==> config.mk <==
export PLATFORM = sky130hd
export DESIGN_NAME = booth_mul_arbiter_flat
export DESIGN_NICKNAME = d
export VERILOG_FILES = /design/src/rtl/booth_mul_arbiter_if.sv /design/src/rtl/booth_mul_arbiter.sv /design/src/flat_wrapper.sv
export SDC_FILE = /design/constraint.sdc
export NUM_CORES = 1
export LEC_CHECK = 0
export ABC_AREA = 0
export ABC_CLOCK_PERIOD_IN_PS = 2600
export BUFFER_PORTS_ARGS = -buffer_cell sky130_fd_sc_hd__buf_2
export CELL_PAD_IN_SITES_DETAIL_PLACEMENT = 1
export CELL_PAD_IN_SITES_GLOBAL_PLACEMENT = 1
export CORE_ASPECT_RATIO = 1.75
export CORE_MARGIN = 2
export CORE_UTILIZATION = 30
export CTS_BUF_LIST = sky130_fd_sc_hd__clkbuf_8 sky130_fd_sc_hd__clkbuf_16
export CTS_CLUSTER_SIZE = 14
export DETAILED_ROUTE_END_ITERATION = 6
export PLACE_DENSITY = 0.9
export SYNTH_ARGS = -nofsm -noshare
export SYNTH_HDL_FRONTEND = slang
export SYNTH_SLANG_ARGS = --single-unit
==> constraint.sdc <==
create_clock -name clk -period 2.6 [get_ports clk]
set_clock_uncertainty 0.15 [all_clocks]
set_input_delay 0.39 -clock clk [delete_from_list [all_inputs] [get_ports clk]]
set_output_delay 0.39 -clock clk [all_outputs]
set_load 0.01 [all_outputs]
==> src/rtl/booth_mul_arbiter_if.sv <==
// Request/response bus between the clients and booth_mul_arbiter.
// master = client side (drives requests, consumes responses),
// slave  = arbiter side.
interface booth_mul_arbiter_if #(
    parameter int N_REQ = 4,
    parameter int WIDTH = 16,
    parameter int ID_W  = $clog2(N_REQ)
);
    logic [N_REQ-1:0]       req_valid;
    logic [N_REQ-1:0]       req_ready;
    logic [N_REQ*WIDTH-1:0] req_a;
    logic [N_REQ*WIDTH-1:0] req_b;
    logic                   rsp_valid;
    logic                   rsp_ready;
    logic [ID_W-1:0]        rsp_id;
    logic [2*WIDTH-1:0]     rsp_product;
    logic                   rsp_err;

    modport master (
        output req_valid, req_a, req_b, rsp_ready,
        input  req_ready, rsp_valid, rsp_id, rsp_product, rsp_err
    );

    modport slave (
        input  req_valid, req_a, req_b, rsp_ready,
        output req_ready, rsp_valid, rsp_id, rsp_product, rsp_err
    );
endinterface

==> src/rtl/booth_mul_arbiter.sv <==
// booth_mul_arbiter: shares one Booth multiplier between N_REQ requesters.
// Round-robin grant, sequences ld -> gap -> ld_PP, waits for the falling edge
// of the multiplier's ld_p strobe and returns the product with the owner id.
// Optional: define BOOTH_ARB_TIMEOUT_EN to abort a BUSY phase after TIMEOUT
// cycles with rsp_err=1 and a zero product.
module booth_mul_arbiter #(
    parameter int N_REQ   = 4,
    parameter int WIDTH   = 16,
    parameter int ID_W    = $clog2(N_REQ),
    parameter int TIMEOUT = 256
) (
    input  logic                 clk,
    input  logic                 reset,
    booth_mul_arbiter_if.slave   bus,
    output logic [WIDTH-1:0]     mul_in_A,
    output logic [WIDTH-1:0]     mul_in_B,
    output logic                 mul_ld,
    output logic                 mul_ld_PP,
    input  logic                 mul_ld_p,
    input  logic [2*WIDTH-1:0]   mul_product,
    output logic                 busy
);

    if (N_REQ < 2 || N_REQ > 8 || TIMEOUT < 1) begin : g_param_check
        $error("booth_mul_arbiter: N_REQ must be 2..8 and TIMEOUT >= 1");
    end

    typedef enum logic [2:0] {
        IDLE   = 3'd0,
        LOAD   = 3'd1,
        GAP    = 3'd2,
        LOADPP = 3'd3,
        BUSY   = 3'd4,
        RESP   = 3'd5
    } state_t;

    state_t             state;
    state_t             state_next;

    logic [ID_W-1:0]    rr_ptr;
    logic [ID_W-1:0]    id_q;
    logic [WIDTH-1:0]   a_q;
    logic [WIDTH-1:0]   b_q;
    logic [2*WIDTH-1:0] product_q;
    logic               err_q;
    logic               ld_p_q;

    logic [ID_W-1:0]    grant;
    logic               grant_found;
    logic [ID_W:0]      idx_sum;
    logic [ID_W-1:0]    idx;
    logic [WIDTH-1:0]   sel_a;
    logic [WIDTH-1:0]   sel_b;

    logic               accept;
    logic               done;
    logic               timeout_hit;

    // Round-robin search from rr_ptr upward, plus operand mux for the winner.
    always_comb begin
        // NOTE: every variable gets a default first so no path leaves it unassigned (no latch).
        grant       = '0;
        grant_found = 1'b0;
        idx_sum     = '0;
        idx         = '0;
        sel_a       = '0;
        sel_b       = '0;
        // Walk downward so the lowest offset from rr_ptr is written last and wins.
        for (int k = N_REQ - 1; k >= 0; k--) begin
            idx_sum = {1'b0, rr_ptr} + (ID_W+1)'(k);
            if (idx_sum >= (ID_W+1)'(N_REQ)) begin
                idx_sum = idx_sum - (ID_W+1)'(N_REQ);
            end
            idx = idx_sum[ID_W-1:0];
            if (bus.req_valid[idx]) begin
                grant       = idx;
                grant_found = 1'b1;
            end
        end
        for (int i = 0; i < N_REQ; i++) begin
            if (grant == ID_W'(i)) begin
                sel_a = bus.req_a[i*WIDTH +: WIDTH];
                sel_b = bus.req_b[i*WIDTH +: WIDTH];
            end
        end
    end

    // A request is only taken while idle; a reset cycle never completes a handshake.
    assign accept = (state == IDLE) && grant_found && !reset;
    // Completion is the falling edge of ld_p as seen inside BUSY.
    assign done   = ld_p_q && !mul_ld_p;

`ifdef BOOTH_ARB_TIMEOUT_EN
    localparam int CNT_W = $clog2(TIMEOUT + 1);

    logic [CNT_W-1:0] busy_cnt;

    // BUSY cycle counter: zero on the first BUSY cycle, +1 per BUSY cycle.
    always_ff @(posedge clk) begin
        if (reset) begin
            busy_cnt <= '0;
        end else if (state == LOADPP) begin
            busy_cnt <= '0;
        end else if (state == BUSY) begin
            busy_cnt <= busy_cnt + 1'b1;
        end
    end

    // Fires on the last of TIMEOUT BUSY cycles, so RESP starts TIMEOUT cycles after BUSY entry.
    assign timeout_hit = (state == BUSY) && (busy_cnt == CNT_W'(TIMEOUT - 1)) && !done;

    // Error flag: cleared per transaction, set by an abort.
    always_ff @(posedge clk) begin
        if (reset) begin
            err_q <= 1'b0;
        end else if (accept) begin
            err_q <= 1'b0;
        end else if (timeout_hit) begin
            err_q <= 1'b1;
        end
    end
`else
    assign timeout_hit = 1'b0;
    assign err_q       = 1'b0;
`endif

    // State register.
    always_ff @(posedge clk) begin
        // NOTE: sequential state uses non-blocking assignments so every flop samples pre-edge values.
        if (reset) begin
            state <= IDLE;
        end else begin
            state <= state_next;
        end
    end

    // Next-state logic: fixed load sequence, then wait for completion and the response handshake.
    always_comb begin
        state_next = state;
        case (state)
            IDLE:    if (accept) state_next = LOAD;
            LOAD:    state_next = GAP;
            GAP:     state_next = LOADPP;
            LOADPP:  state_next = BUSY;
            BUSY:    if (done || timeout_hit) state_next = RESP;
            RESP:    if (bus.rsp_ready) state_next = IDLE;
            default: state_next = IDLE;
        endcase
    end

    // Transaction datapath: operands/id at accept, product while ld_p is high, rr pointer at hand-off.
    always_ff @(posedge clk) begin
        if (reset) begin
            rr_ptr    <= '0;
            id_q      <= '0;
            a_q       <= '0;
            b_q       <= '0;
            product_q <= '0;
            ld_p_q    <= 1'b0;
        end else begin
            // Only strobes seen inside BUSY count toward completion.
            ld_p_q <= (state == BUSY) && mul_ld_p;
            if (accept) begin
                a_q       <= sel_a;
                b_q       <= sel_b;
                id_q      <= grant;
                product_q <= '0;
            end
            if (state == BUSY && mul_ld_p) begin
                product_q <= mul_product;
            end
            if (timeout_hit) begin
                product_q <= '0;
            end
            if (state == RESP && bus.rsp_ready) begin
                rr_ptr <= (id_q == ID_W'(N_REQ - 1)) ? '0 : id_q + 1'b1;
            end
        end
    end

    // Output decode from the current state and the transaction registers.
    always_comb begin
        bus.req_ready = '0;
        if (accept) begin
            bus.req_ready[grant] = 1'b1;
        end
        mul_ld          = (state == LOAD);
        mul_ld_PP       = (state == LOADPP);
        mul_in_A        = (state == IDLE) ? '0 : a_q;
        mul_in_B        = (state == IDLE) ? '0 : b_q;
        busy            = (state != IDLE);
        bus.rsp_valid   = (state == RESP);
        bus.rsp_id      = id_q;
        bus.rsp_product = product_q;
        bus.rsp_err     = err_q;
    end

endmodule
==> src/flat_wrapper.sv <==
// flat-port wrapper written by rule: the top's interface ports become plain ports
module booth_mul_arbiter_flat 
#(
    parameter int N_REQ   = 4,
    parameter int WIDTH   = 16,
    parameter int ID_W    = $clog2(N_REQ),
    parameter int TIMEOUT = 256
)
  (clk, reset, mul_in_A, mul_in_B, mul_ld, mul_ld_PP, mul_ld_p, mul_product, busy, bus_req_valid, bus_req_a, bus_req_b, bus_rsp_ready, bus_req_ready, bus_rsp_valid, bus_rsp_id, bus_rsp_product, bus_rsp_err);
  booth_mul_arbiter_if #(.N_REQ(N_REQ), .WIDTH(WIDTH), .ID_W(ID_W)) bus_i ();
  input  logic clk;
  input  logic reset;
  output logic [WIDTH-1:0] mul_in_A;
  output logic [WIDTH-1:0] mul_in_B;
  output logic mul_ld;
  output logic mul_ld_PP;
  input  logic mul_ld_p;
  input  logic [2*WIDTH-1:0] mul_product;
  output logic busy;
  input wire logic [$bits(bus_i.req_valid)-1:0] bus_req_valid;
  input wire logic [$bits(bus_i.req_a)-1:0] bus_req_a;
  input wire logic [$bits(bus_i.req_b)-1:0] bus_req_b;
  input wire logic [$bits(bus_i.rsp_ready)-1:0] bus_rsp_ready;
  output wire logic [$bits(bus_i.req_ready)-1:0] bus_req_ready;
  output wire logic [$bits(bus_i.rsp_valid)-1:0] bus_rsp_valid;
  output wire logic [$bits(bus_i.rsp_id)-1:0] bus_rsp_id;
  output wire logic [$bits(bus_i.rsp_product)-1:0] bus_rsp_product;
  output wire logic [$bits(bus_i.rsp_err)-1:0] bus_rsp_err;
  assign bus_i.req_valid = bus_req_valid;
  assign bus_i.req_a = bus_req_a;
  assign bus_i.req_b = bus_req_b;
  assign bus_i.rsp_ready = bus_rsp_ready;
  assign bus_req_ready = bus_i.req_ready;
  assign bus_rsp_valid = bus_i.rsp_valid;
  assign bus_rsp_id = bus_i.rsp_id;
  assign bus_rsp_product = bus_i.rsp_product;
  assign bus_rsp_err = bus_i.rsp_err;
  booth_mul_arbiter #(.N_REQ(N_REQ), .WIDTH(WIDTH), .ID_W(ID_W), .TIMEOUT(TIMEOUT)) u_core (.clk(clk), .reset(reset), .bus(bus_i), .mul_in_A(mul_in_A), .mul_in_B(mul_in_B), .mul_ld(mul_ld), .mul_ld_PP(mul_ld_PP), .mul_ld_p(mul_ld_p), .mul_product(mul_product), .busy(busy));
endmodule
After elaboration in Yosys (flattened, before gate mapping) --
Index checks and enable logic that the tools add are counted.
Storage, ports and cells: flip-flop bits (word level) 72, bits in latches 0, memory bits (writable) 0, memory bits (read-only) 0, bits of input ports 168, output and inout bits 75, logic and storage cells 90, memories 0
Cells by class: $add $sub $neg 8, multipliers 0, divide/modulo/power cells 0, $lt $le $gt $ge 10, equal/unequal tests 12, shift-type cells 0, muxes and demuxes 40, bitwise logic cells 0, reduce and logical (&&, ||, !) cells 13
Operators by type and width (number):
- $mux 16 | 10
- $mux 32 | 2
- $mux 2 | 9
- $pmux 3 s6 | 1
- $lt 2x3->1 const B | 5
- $ge 3x3->1 const B | 3
- $mux 1 | 9
- $mux 3 | 3
- $bmux 1 s2 | 4
- $sub 2x1->2 const B | 4
- $add 2x2->3 const B | 2
- $eq 2x2->1 const B | 3
- $eq 3x2->1 const B | 2
- $eq 3x3->1 const B | 2
- $logic_and 1x1->1 | 6
- $mux 4 | 1
- $ne 2x1->1 const B | 2
- $add 2x1->3 const B | 1
- $eq 3x1->1 const B | 1
- $ge 2x3->1 const B | 1
- $logic_not 3->1 | 1
- $reduce_and 3->1 | 1
- $reduce_bool 3->1 | 1
- $add 2x1->2 const B | 1
- other kinds (7) | 8

Longest topological paths before layout --
depth in word-level cells 14, mapped depth 8, mapped depth without buffers 6

Worst setup path before layout --
Ideal clock, no wire load.
kind reg2out, start register u_core.rr_ptr[1], end output bus_req_ready[1], arrival 1.500 ns, required time 2.060 ns, slack 0.560 ns, cell stages (with the launch flop) 7, path buffers 1, cell sequence dfxtp_1 mux2i_1 nor2_1 a311oi_2 nand2_1 clkbuf_1 nor2_1
Between the ends: word-level cells in the longest chain between the ends 14, elaborated cells between the ends (all ways) 39, those cells by class add/sub (7); order compare (6); mux (23); reduce/logical (3)
Ends and longest elaborated chain:
- from (decl) | RTL line booth_mul_arbiter.sv:40 | logic [ID_W-1:0] rr_ptr;
- from (signal assigned) | RTL line booth_mul_arbiter.sv:176 | rr_ptr <= (id_q == ID_W'(N_REQ - 1)) ? '0 : id_q + 1'b1;
- $add 2x2->3 | RTL line booth_mul_arbiter.sv:70 | idx_sum = {1'b0, rr_ptr} + (ID_W+1)'(k);
- $ge 3x3->1 or $sub 2x1->2 (tied branches) | RTL line booth_mul_arbiter.sv:71, booth_mul_arbiter.sv:72
- $mux 2 | RTL line booth_mul_arbiter.sv:71 | if (idx_sum >= (ID_W+1)'(N_REQ)) begin
- $bmux 1 s2 | RTL line booth_mul_arbiter.sv:75 | if (bus.req_valid[idx]) begin
- $mux 1 (implied by the code) | RTL line booth_mul_arbiter.sv:75
- $mux 2 (4 in series) | RTL line booth_mul_arbiter.sv:75
- $lt 2x3->1 (implied by the code) or $ge 2x1->1 (tied branches) | RTL line booth_mul_arbiter.sv:185 | bus.req_ready[grant] = 1'b1;
- $logic_and 1x1->1 (implied by the code) | RTL line booth_mul_arbiter.sv:185
- $mux 1 (implied by the code) | RTL line booth_mul_arbiter.sv:185
- $demux 1 s2
- $mux 4 * | RTL line booth_mul_arbiter.sv:184 | if (accept) begin
- to (decl) | RTL line flat_wrapper.sv:24 | output wire logic [$bits(bus_i.req_ready)-1:0] bus_req_ready;
Every way passes the cells marked *; elsewhere a longest branch is shown, timed or not. The select of a mux whose other input is x is not followed.

Worst setup path after layout --
start register u_core.rr_ptr[1], end output bus_req_ready[0]
The elaborated chain is that of the path after synthesis.

==> metrics.txt <==
CTS Buf Count 9; Clock Latency Late Sink approximately 0.32 ns; initial antenna violation count 0; routability congestion estimate 0.7560; cell with the most instances after synthesis dfxtp_1; Iter 0 DRT Violations just over 80; Initial Util between 30% and 40%; Clock transition at path regs around 0.050 ns; PortBufs approximately 240; sw frac about 27%; H-tree depth 3; FFs w/ async S/R, synth 0%; Crit Path Max Fanout 6; RSZ-0062 raised after global routing false; Post-Syn Instances ~360; number of synthesized flops with an enable pin 0; Syn Area/Cell 9.911 sq um; Rel. slew slack ~57%; Final ANT Viol Nets 0; die area approximately 13000 sq um; root buf cell clkbuf_16; Core Area around 12000 sq um; register area share after synthesis between 40 and 50%; DRC errors left 0; Max Transition Viols Final 0; Leakage 2.513 nW; slowest cell on the critical path dfxtp_2; Post-Syn Area between 3000 and 4000 sq um; largest net degree at the start of global routing 35; crit path capture type output pin; drt wl/cell 16.55 um; vias in the first global route between 3000 and 4000; FF+latch count, synth just over 70; die height 147.5 um; layout cells sized above 1 46.88%; Setup TNS 0 ns; sequential power share 39.4%; worst path arrival time 1.85 ns; Place WS approximately 0.3 ns; Power Dens Cells 617.0 nW/um^2; VDD IR max roughly 310 uV; die width between 80 and 90 um; Clock Tree Buf Depth 2; total gr overflow 0; Gate power share a little over a fifth; setup ws final around 0.21 ns; Finished Layout Cells ~730; Final nets 758; Synth area leaders dfxtp_1, mux2i_1, a22o_1; CP max stage delay ~0.40 ns; cells along the critical path mux2i_1, nor2_1, a311oi_2, nand2b_1, nor2_1, buf_2; CTS Hold Bufs 0; Worst Tran Pin Value around 0.65 ns; number of vias per cell about 5; Antenna Cells 0; Hold Path Class in2reg; status complete, no violations; area grow syn2layout 46.03%; max frequency about 420 MHz; Final Cycle Share ~90%; most used cell, CP nor2_1; Placed Cells a little over 700; switching pwr roughly 0.86 mW; CTS tree built; Setup CP Type reg2out; Critical Path RT roughly 2.1 ns; max_cap viols 0; Clk pwr share slightly below 40%; Hold Fails Final Rpt 0; Primary FF master, synth dfxtp_1; Commonest cells post-synth dfxtp_1, mux2i_1, nand2_1, and2_1, a22o_1; CP startpoint kind register; setup bufs post-CTS 0; Final setup violation count 0; Post-Synthesis Net Count 525; P_int 2.319 mW; final WL around 12000 um; post-CTS sizing 0; 1st-pass router iterations 4; Period minus WS final around 2.4 ns; DR vias 3683; row count 52; first-pass GRT wire length ~18000 um; Post-DP HPWL between 9000 and 10000 um; Ys Warns 0; post-synth top area cell dfxtp_1; fin util approximately 45%; I/O Pins 243; Netlist cell types 34; GRT Util Overall 18.22%; Yosys top cell area share 40.85%; clk sinks 72
==> cells in the final DEF, fill, tap and decap left out, types with 2 or more instances in the layout <==
cell / synthesis / layout
nor4_4: 1 / 2
and2_1: 33 / 33
buf_4: 1 / 10
nor3_1: 4 / 4
nor2_1: 14 / 14
dfxtp_1: 72 / 71
clkbuf_8: 0 / 3
nand2b_1: 2 / 2
a21oi_1: 6 / 6
a22o_1: 32 / 32
a221oi_1: 4 / 4
o21bai_1: 4 / 4
inv_2: 2 / 2
inv_1: 4 / 5
buf_2: 14 / 241
nand2_1: 36 / 36
mux2i_1: 67 / 67
clkbuf_16: 0 / 9
o221ai_1: 28 / 28
a21oi_2: 2 / 2
nor2_4: 2 / 2
==> area by class of cell <==
| type | count | area [sq um] |
|---|---|---|
| clock inverters | 3 | 41.29 |
| multi-input cells | 248 | 1909 |
| flip-flops and latches | 72 | 1443 |
| clock buffers | 12 | 266.5 |
| repair buffers | 252 | 1301 |
| well taps | 135 | 168.9 |
| inverters | 6 | 22.52 |
| fillers | 1373 | 6364 |
==> power groups by stage <==
stage / combinational [mW] / clock [mW] / sequential (mW)
after global routing: 0.743 / 1.35 / 1.26
after floorplan: 0.401 / 0 / 1.25
after detailed placement: 0.690 / 0 / 1.28
after CTS: 0.692 / 1.30 / 1.25
final: 0.678 / 1.25 / 1.25
after global placement: 0.657 / 0 / 1.27
==> critical path, delay by kind of cell, from the launching register on <==
kind / cells / cell delay (ns)
DFF: 1 / 0.40
AOI/OAI and AO/OA: 1 / 0.37
buffers and inverters: 1 / 0.16
muxes: 1 / 0.21
and+or+nand+nor: 3 / 0.39
==> worst paths after layout <==
path	to	cells past startpoint	startpoint	slack, ns
worst max register to register	u_core.b_q[14]	6	u_core.state[0]	0.36
worst max-delay path	bus_req_ready[0]	6	u_core.rr_ptr[1]	0.21
worst min register to register	u_core.b_q[2]	2	u_core.b_q[2]	0.30
worst min-delay path	u_core.bus.rsp_product[24]	2	mul_product[24]	0.13
==> sequential cells by signal, summed over array words and instances (netlist names) <==
name / flops
u_core.a_q: 16
u_core.bus.rsp_id: 2
u_core.ld_p_q: 1
u_core.b_q: 16
u_core.rr_ptr: 2
u_core.bus.rsp_product: 32
u_core.state: 3
==> kinds of logic after synthesis <==
family	synth area share [%]
buffers and inverters	5.284
flip-flops	40.85
AND/OR/NAND/NOR	14.29
other	0.1063
adder cells (fa/ha/maj)	0.3546
AO/OA/AOI/OAI	19.86
XOR/XNOR	0.2483
multiplexers	19.01
==> metrics by stage <==
stage	power (mW)	hold slack, ns	instance area [sq um]
after floorplan	1.652	0.2741	3528
after global routing	3.354	0.1210	5152
after CTS	3.239	0.1128	5151
final	3.179	0.1307	5152
after global placement	1.925	0.2833	4843
after detailed placement	1.965	0.2952	4843
==> per-layer routing <==
metal	track usage [%]	part of all wire [%]
met5	0	0
met4	9.286	3.4
met3	4.578	8.4
met2	35.50	55
met1	16.66	33
(Power assumes the default switching activity.)
